==> config.mk <==
export PLATFORM = sky130hd
export DESIGN_NAME = counter_mod_n
export DESIGN_NICKNAME = d
export VERILOG_FILES = /design/src/rtl/counter_mod_n_pkg.sv /design/src/rtl/counter_mod_n.sv
export SDC_FILE = /design/constraint.sdc
export NUM_CORES = 1
export LEC_CHECK = 0
export ABC_AREA = 0
export BUFFER_PORTS_ARGS = -buffer_cell sky130_fd_sc_hd__buf_2
export CORE_MARGIN = 8
export CORE_UTILIZATION = 40
export CTS_CLUSTER_SIZE = 20
export DETAILED_ROUTE_END_ITERATION = 8
export PLACE_DENSITY = 0.66
export SETUP_SLACK_MARGIN = 0.2
export SYNTH_ARGS = -nofsm -noshare
export SYNTH_HDL_FRONTEND = slang
export SYNTH_SLANG_ARGS = --single-unit
==> constraint.sdc <==
create_clock -name clk -period 2.1 [get_ports clk]
set_input_delay 0.105 -clock clk [delete_from_list [all_inputs] [get_ports clk]]
set_output_delay 0.105 -clock clk [all_outputs]
set_load 0.005 [all_outputs]
==> src/rtl/counter_mod_n_pkg.sv <==
// Shared constants for the modulo-N counter family.
// State encoding, default sizing and a width helper.
package counter_pkg;

  localparam logic ST_RUN  = 1'b0;
  localparam logic ST_HOLD = 1'b1;

  // Bits needed to hold the range 0..mod-1.
  function automatic int width_for(input int mod);
    return (mod < 2) ? 1 : $clog2(mod);
  endfunction

  localparam int DEF_MOD   = 100;
  localparam int DEF_WIDTH = width_for(DEF_MOD);

endpackage

==> src/rtl/counter_mod_n.sv <==
// Parametrised modulo-N up/down counter with
// wrap/saturate, one-shot and cascade outputs.
module counter_mod_n
  import counter_pkg::*;
#(
  parameter int MOD      = DEF_MOD,
  parameter int WIDTH    = DEF_WIDTH,
  parameter bit SATURATE = 1'b0
) (
  input  logic             clk,
  input  logic             reset,
  input  logic             i_en,
  input  logic             i_up,
  input  logic             i_oneshot,
  input  logic             i_clear,
  input  logic             i_load,
  input  logic [WIDTH-1:0] i_load_val,
  output logic [WIDTH-1:0] o_cnt,
  output logic             o_tc,
  output logic             o_wrap,
  output logic             o_done
);

  localparam logic [WIDTH-1:0] LP_MAX = WIDTH'(MOD - 1);

  logic             r_state;
  logic [WIDTH-1:0] r_cnt;
  logic             r_wrap;
  logic             r_done;

  logic             w_state_nxt;
  logic [WIDTH-1:0] w_cnt_nxt;
  logic             w_wrap_nxt;
  logic             w_done_nxt;
  logic [WIDTH-1:0] w_limit;
  logic             w_at_limit;

  // Limit depends on direction; terminal count feeds the next stage.
  always_comb begin
    w_limit    = i_up ? LP_MAX : '0;
    w_at_limit = (r_cnt == w_limit);
    o_tc       = i_en & w_at_limit & (r_state == ST_RUN);
  end

  // Next-state and datapath: clear beats load beats counting.
  always_comb begin
    w_state_nxt = r_state;
    w_cnt_nxt   = r_cnt;
    w_wrap_nxt  = 1'b0;
    w_done_nxt  = r_done;
    if (i_clear) begin
      w_cnt_nxt   = '0;
      w_state_nxt = ST_RUN;
      w_done_nxt  = 1'b0;
    end else if (i_load) begin
      w_cnt_nxt   = (i_load_val > LP_MAX) ? LP_MAX : i_load_val;
      w_state_nxt = ST_RUN;
      w_done_nxt  = 1'b0;
    end else if (r_state == ST_RUN && i_en) begin
      if (!w_at_limit) begin
        w_cnt_nxt = i_up ? r_cnt + WIDTH'(1)
                         : r_cnt - WIDTH'(1);
      end else if (i_oneshot) begin
        w_state_nxt = ST_HOLD;
        w_done_nxt  = 1'b1;
      end else if (!SATURATE) begin
        w_cnt_nxt  = i_up ? '0 : LP_MAX;
        w_wrap_nxt = 1'b1;
      end
    end
  end

  // State register.
  always_ff @(posedge clk or posedge reset) begin
    if (reset) r_state <= ST_RUN;
    else       r_state <= w_state_nxt;
  end

  // Count, wrap pulse and done flag registers.
  always_ff @(posedge clk or posedge reset) begin
    if (reset) begin
      r_cnt  <= '0;
      r_wrap <= 1'b0;
      r_done <= 1'b0;
    end else begin
      r_cnt  <= w_cnt_nxt;
      r_wrap <= w_wrap_nxt;
      r_done <= w_done_nxt;
    end
  end

  assign o_cnt  = r_cnt;
  assign o_wrap = r_wrap;
  assign o_done = r_done;

endmodule
Word level (Yosys, flattened, before mapping)
Cells that the tools add are included.

$lt $le $gt $ge: 1. Equality and inequality tests: 2. Divide/modulo/power cells: 0. Reduce and logical (&&, ||, !) cells: 6. Bitwise gates (word level): 3. Muxes and demuxes: 19. $add $sub $neg: 2. $mul: 0. Shift operators: 0.

Operators by type and width (number): 7-bit two-way mux (9); 1-bit two-way mux (10); 3-bit nonzero test (3); 7-bit by 1-bit adder with 7-bit output, second input constant (1); 7-bit equality test (1); 7-bit > comparator, second input constant (1); 7-bit by 1-bit subtractor with 7-bit output, second input constant (1); 4-bit != test, second input constant (1); 3-bit AND reduction (1); 1-bit bitwise AND (2); 2-bit AND reduction (1); 1-bit logical AND (1); 1-bit NOT (1).

Input bits: 14. Logic and storage cells: 36. Bits in read-only memories: 0. Output and inout bits: 10. Latch bits: 0. Bits in registers: 9. RAM bits: 0. Memories: 0.

Logic depth before layout (Yosys ltp)
Word-level depth: 6. Mapped depth: 9. Mapped depth without buffers: 7.

Worst setup path after synthesis
OpenSTA, ideal clock, no wires.

Path type: register -> register. From: register r_cnt[1], in the netlist o_cnt[1]. To: register r_cnt[1], in the netlist o_cnt[1]. Path slack: 0.058 ns. Path buffers: 1. Data required time: 1.990 ns. Period minus slack after synthesis: 2.042 ns. Arrival time: 1.932 ns. Setup time: 0.110 ns. Cell stages (with the launch flop): 8. Cells stage by stage: dfrtp_1 -> ha_1 -> nor4b_4 -> o2111ai_2 -> a311oi_4 -> buf_6 -> nand2_1 -> o41ai_1.

Word-level cells in the longest chain between the ends: 6. Elaborated cells on any way between the ends: 10. Those cells by class: 2 x add/sub; 2 x eq/ne; 5 x mux; 1 x reduce/logical.

Ends and longest elaborated chain: start: declaration (RTL line counter_mod_n.sv:27) `logic [WIDTH-1:0] r_cnt;`; start signal: assignment (RTL line counter_mod_n.sv:86) `r_cnt <= w_cnt_nxt;`; 7-bit by 1-bit subtractor with 7-bit output or 7-bit by 1-bit adder with 7-bit output (tied branches) (RTL line counter_mod_n.sv:62, counter_mod_n.sv:61); 7-bit two-way mux (RTL line counter_mod_n.sv:61) `w_cnt_nxt = i_up ? r_cnt + WIDTH'(1)`; 7-bit two-way mux (RTL line counter_mod_n.sv:60) `if (!w_at_limit) begin`; 7-bit two-way mux (RTL line counter_mod_n.sv:59) `end else if (r_state == ST_RUN && i_en) begin`; 7-bit two-way mux (RTL line counter_mod_n.sv:55) `end else if (i_load) begin`; 7-bit two-way mux (RTL line counter_mod_n.sv:51) `if (i_clear) begin`.

Parallel ways exist; a longest one is shown, timed or not. The select of a mux whose other input is x is not followed. A chain may end at the register's enable or synchronous reset.

Final worst setup path
From: register r_cnt[3], in the netlist o_cnt[3]. To: register r_cnt[5], in the netlist o_cnt[5].

Same word-level chain as after synthesis.

==> out/results.ini <==
[synthesis]
synthMostInstantiatedCell = sky130_fd_sc_hd__nand2_1
synth_largest_area_cell = sky130_fd_sc_hd__dfrtp_1
ys_seq_elements = 9
synth_async_sr_flop_share = 1.00
netlist_top_cells_area = sky130_fd_sc_hd__dfrtp_1 (24%), sky130_fd_sc_hd__ha_1 (6.8%), sky130_fd_sc_hd__buf_6 (4.9%)
synth_enable_flop_cells = 0
yosysUniqueCellTypes = 43
syn_nets = 119
synth_top_area_frac = 0.244
synth_top_flop_cell = sky130_fd_sc_hd__dfrtp_1
warning_count_from_the_yosys_run = 0
cell_area_after_technology_mapping_sq_um = 922
part_of_the_yosys_area_used_for_sequential_elements = 0.244
mapped_cells = 99
synth.top_cells.by_count = sky130_fd_sc_hd__nand2_1 (11), sky130_fd_sc_hd__dfrtp_1 (9), sky130_fd_sc_hd__nor2_1 (7)
average_footprint_of_a_synthesized_cell_sq_um = 9.31

[clock_tree]
cts.reportedPaths.clkPinSlew_ps = 70
cts-htree-levels = 1
cts_root_buffer = sky130_fd_sc_hd__clkbuf_4
insertion_delay_ps = 260
cts_buffer_depth = 2
number_of_clock_sinks_seen_by_cts = 9
clock_tree_from_tritoncts = built
cts_made_buffers = 3

[place]
gp_congestion = 0.849
hpwl_mm = 2.03
buffer_ports.inserted = 23

[min_path]
hold_path.class = input port to flip-flop
holdPathEnd = o_wrap$_DFF_PP0_
worst_hold_stages = 2
holdCritStartpoint = i_oneshot

[timing]
worst_slew_pin_slew_ps = 404
timing.final.crit_share = 0.933
finalWorstPathRequiredPeriod_ps = 1960
max_clock_freq_mhz = 510
finalClockSkew_ps = 1.55
final-max-slew-violation-count = 0
setup_viol = 0
hold_violations = 0
fin_setup_tns_ps = 0
unrepaired_setup_endpoints_after_global_routing = true
slew_headroom = 0.730

[floorplan]
std_cell_rows = 17
floorplan.initialDensity = 0.421
core_area_sq_mm = 0.00219
io_pins = 24
floorplan.die_area_sq_mm = 0.00410
fp.dieH_um = 64.0
dieWidth_um = 64.0

[setup_path]
critical_path.reg2reg.startpoint = o_cnt[3]$_DFFE_PP0P_
worstSetupEndpointType = flip-flop
timing.setup.critical_path_class = flip-flop to flip-flop
cp_cell_sequence = ha_4 > o21ai_0 > o21a_1 > or3b_4 > a2111oi_4 > o41ai_2
worst-r2r-setup-slack_ps = 140
worst_ep_arrival_time_ps = 2100
worstSetupStartpointType = flip-flop
critical_path_buf_inv_count = 0
worstReg2RegEnd = o_cnt[5]$_DFFE_PP0P_
critical-path-slowest-cell = sky130_fd_sc_hd__dfrtp_1
critical-path-top-delay-family = compound AO/OA/AOI/OAI gates
rr_worst_depth = 6
critical_path_peak_fanout = 2
worstPathRequired_ps = 2250
delay_of_the_slowest_cell_on_the_worst_path_ps = 430

[power]
sw_frac_of_total = 0.387
power_density_mw_per_mm2 = 603
power.combinational.fraction = 0.539
share_seq_of_total_power = 0.276
power_switching_mw = 0.301
internal_power_mw = 0.477
power.leakage_nw = 0.577
max_rail_drop_vdd_uv = 299
clockPowerShare = 0.185

[routing]
drt-initial-drc-count = 19
wirelength_routed_mm = 2.68
drt_first_pass_iters = 4
routedWlPerCell_um = 16.2
num_vias = 925
drt.antenna.violating_nets = 0
via_per_inst = 5.57
drc = 0

[run]
drv_cap = 0

[global_route]
grt_antenna_before_repair = 0
vias_in_the_first_global_route = 936
grt_start_max_net_pins = 13
grt_overflow_total = 0
grt_pass1_wl_mm = 4.35
grt.total_usage = 0.130

[cells_and_area]
area_growth_pct = 39.8
final_net_count = 159
drive_above_1_share = 0.478
n_antenna_cell = 0
finalCoreUtilization = 0.588

[status]
run_status = finished clean

==> layout by cell type (no fill, tap or decap), types with 2 or more instances in the layout <==
cell / Yosys / routed
sky130_fd_sc_hd__dfrtp_1: 9 / 9
sky130_fd_sc_hd__o21ai_0: 3 / 3
sky130_fd_sc_hd__nand2_2: 0 / 2
sky130_fd_sc_hd__nor3_1: 4 / 4
sky130_fd_sc_hd__nand3_1: 3 / 3
sky130_fd_sc_hd__inv_1: 5 / 5
sky130_fd_sc_hd__ha_4: 0 / 3
sky130_fd_sc_hd__clkbuf_4: 0 / 3
sky130_fd_sc_hd__a32oi_1: 3 / 3
sky130_fd_sc_hd__a21oi_1: 3 / 2
sky130_fd_sc_hd__and3_4: 1 / 2
sky130_fd_sc_hd__xnor2_1: 3 / 3
sky130_fd_sc_hd__nand2_1: 11 / 8
sky130_fd_sc_hd__nor2_1: 7 / 7
sky130_fd_sc_hd__o21a_1: 2 / 2
sky130_fd_sc_hd__o31ai_1: 4 / 3
sky130_fd_sc_hd__buf_4: 0 / 15
sky130_fd_sc_hd__o211a_1: 2 / 2
sky130_fd_sc_hd__a31oi_1: 3 / 3
sky130_fd_sc_hd__buf_2: 0 / 22
sky130_fd_sc_hd__buf_6: 4 / 4
==> layer usage <==
metal / part of all wire / GRT usage / wire, um / vias to the layer above
li1: - / - / - / 459
met1: 0.44 / 0.166 / 1170 / 433
met2: 0.51 / 0.211 / 1360 / 29
met3: 0.047 / 0.0261 / 125 / 4
met4: 0.011 / 0.0446 / 29 / 0
met5: 0 / 0 / 0 / -
==> power groups by stage <==
stage	sequential, mW	combinational, mW	clock, mW
after floorplan	0.221	0.239	0
after global placement	0.217	0.354	0
after detailed placement	0.217	0.360	0
after CTS	0.214	0.372	0.143
after global routing	0.216	0.459	0.147
final	0.214	0.419	0.144
==> sequential cells by signal, indices dropped and copies added (netlist names) <==
signal	cells
o_cnt	7
o_wrap	1
o_done	1
==> final cells by class <==
type	instances	area [sq um]
well taps	28	35.0
flip-flops and latches	9	225
inverters	5	18.8
clock buffers	4	26.3
fillers	200	902
repair buffers	42	278
multi-input cells	78	706
==> kinds of logic (layout without fill, tap and decap cells) <==
family,after synthesis,in the layout,synth area share
AND/OR/NAND/NOR,34,34,0.208
AO/OA/AOI/OAI,34,34,0.311
flip-flops,9,9,0.244
adder cells (fa/ha/maj),6,6,0.0896
XOR/XNOR,4,4,0.0380
buffers and inverters,12,51,0.110
==> per-stage QoR <==
stage               cell area (sq um)  hold WS [ps]  power (mW)  setup slack [ps]  cells
finish                           1290          58.1       0.778               141    166
detailed placement               1140           103       0.577             -35.2    158
global route                     1290          78.5       0.823              72.3    166
floorplan                         960         -67.1       0.459               104     99
global placement                 1140           103       0.571              32.9    158
CTS                              1200          42.9       0.729              13.6    164
==> repair_timing <==
action                                 in CTS  in global routing
setup endpoints to repair                   9                  9
endpoints found under the hold margin       9                  0
resized for setup                           5                 14
hold buffers                                1                  0
pin swaps                                   6                 12
setup buffers                               1                  2
==> worst max path at each step <==
stage | start | endpoint | slack (ps) | cells past startpoint
after detailed placement | i_up | o_cnt[6]$_DFFE_PP0P_ | -40 | 8
after CTS | o_cnt[1]$_DFFE_PP0P_ | o_cnt[6]$_DFFE_PP0P_ | 10 | 7
final | o_cnt[3]$_DFFE_PP0P_ | o_cnt[5]$_DFFE_PP0P_ | 140 | 6
after global routing | o_cnt[1]$_DFFE_PP0P_ | o_cnt[1]$_DFFE_PP0P_ | 70 | 8
after floorplan | o_cnt[1]$_DFFE_PP0P_ | o_cnt[1]$_DFFE_PP0P_ | 100 | 7
after global placement | i_up | o_cnt[1]$_DFFE_PP0P_ | 30 | 9
==> worst register-to-register path, cell delays in order, from the launching register on <==
cell	delay, ps
sky130_fd_sc_hd__dfrtp_1	430
sky130_fd_sc_hd__ha_4	280
sky130_fd_sc_hd__o21ai_0	80
sky130_fd_sc_hd__o21a_1	210
sky130_fd_sc_hd__or3b_4	380
sky130_fd_sc_hd__a2111oi_4	370
sky130_fd_sc_hd__o41ai_2	90
Note: power is estimated with default switching activity, not from simulation.
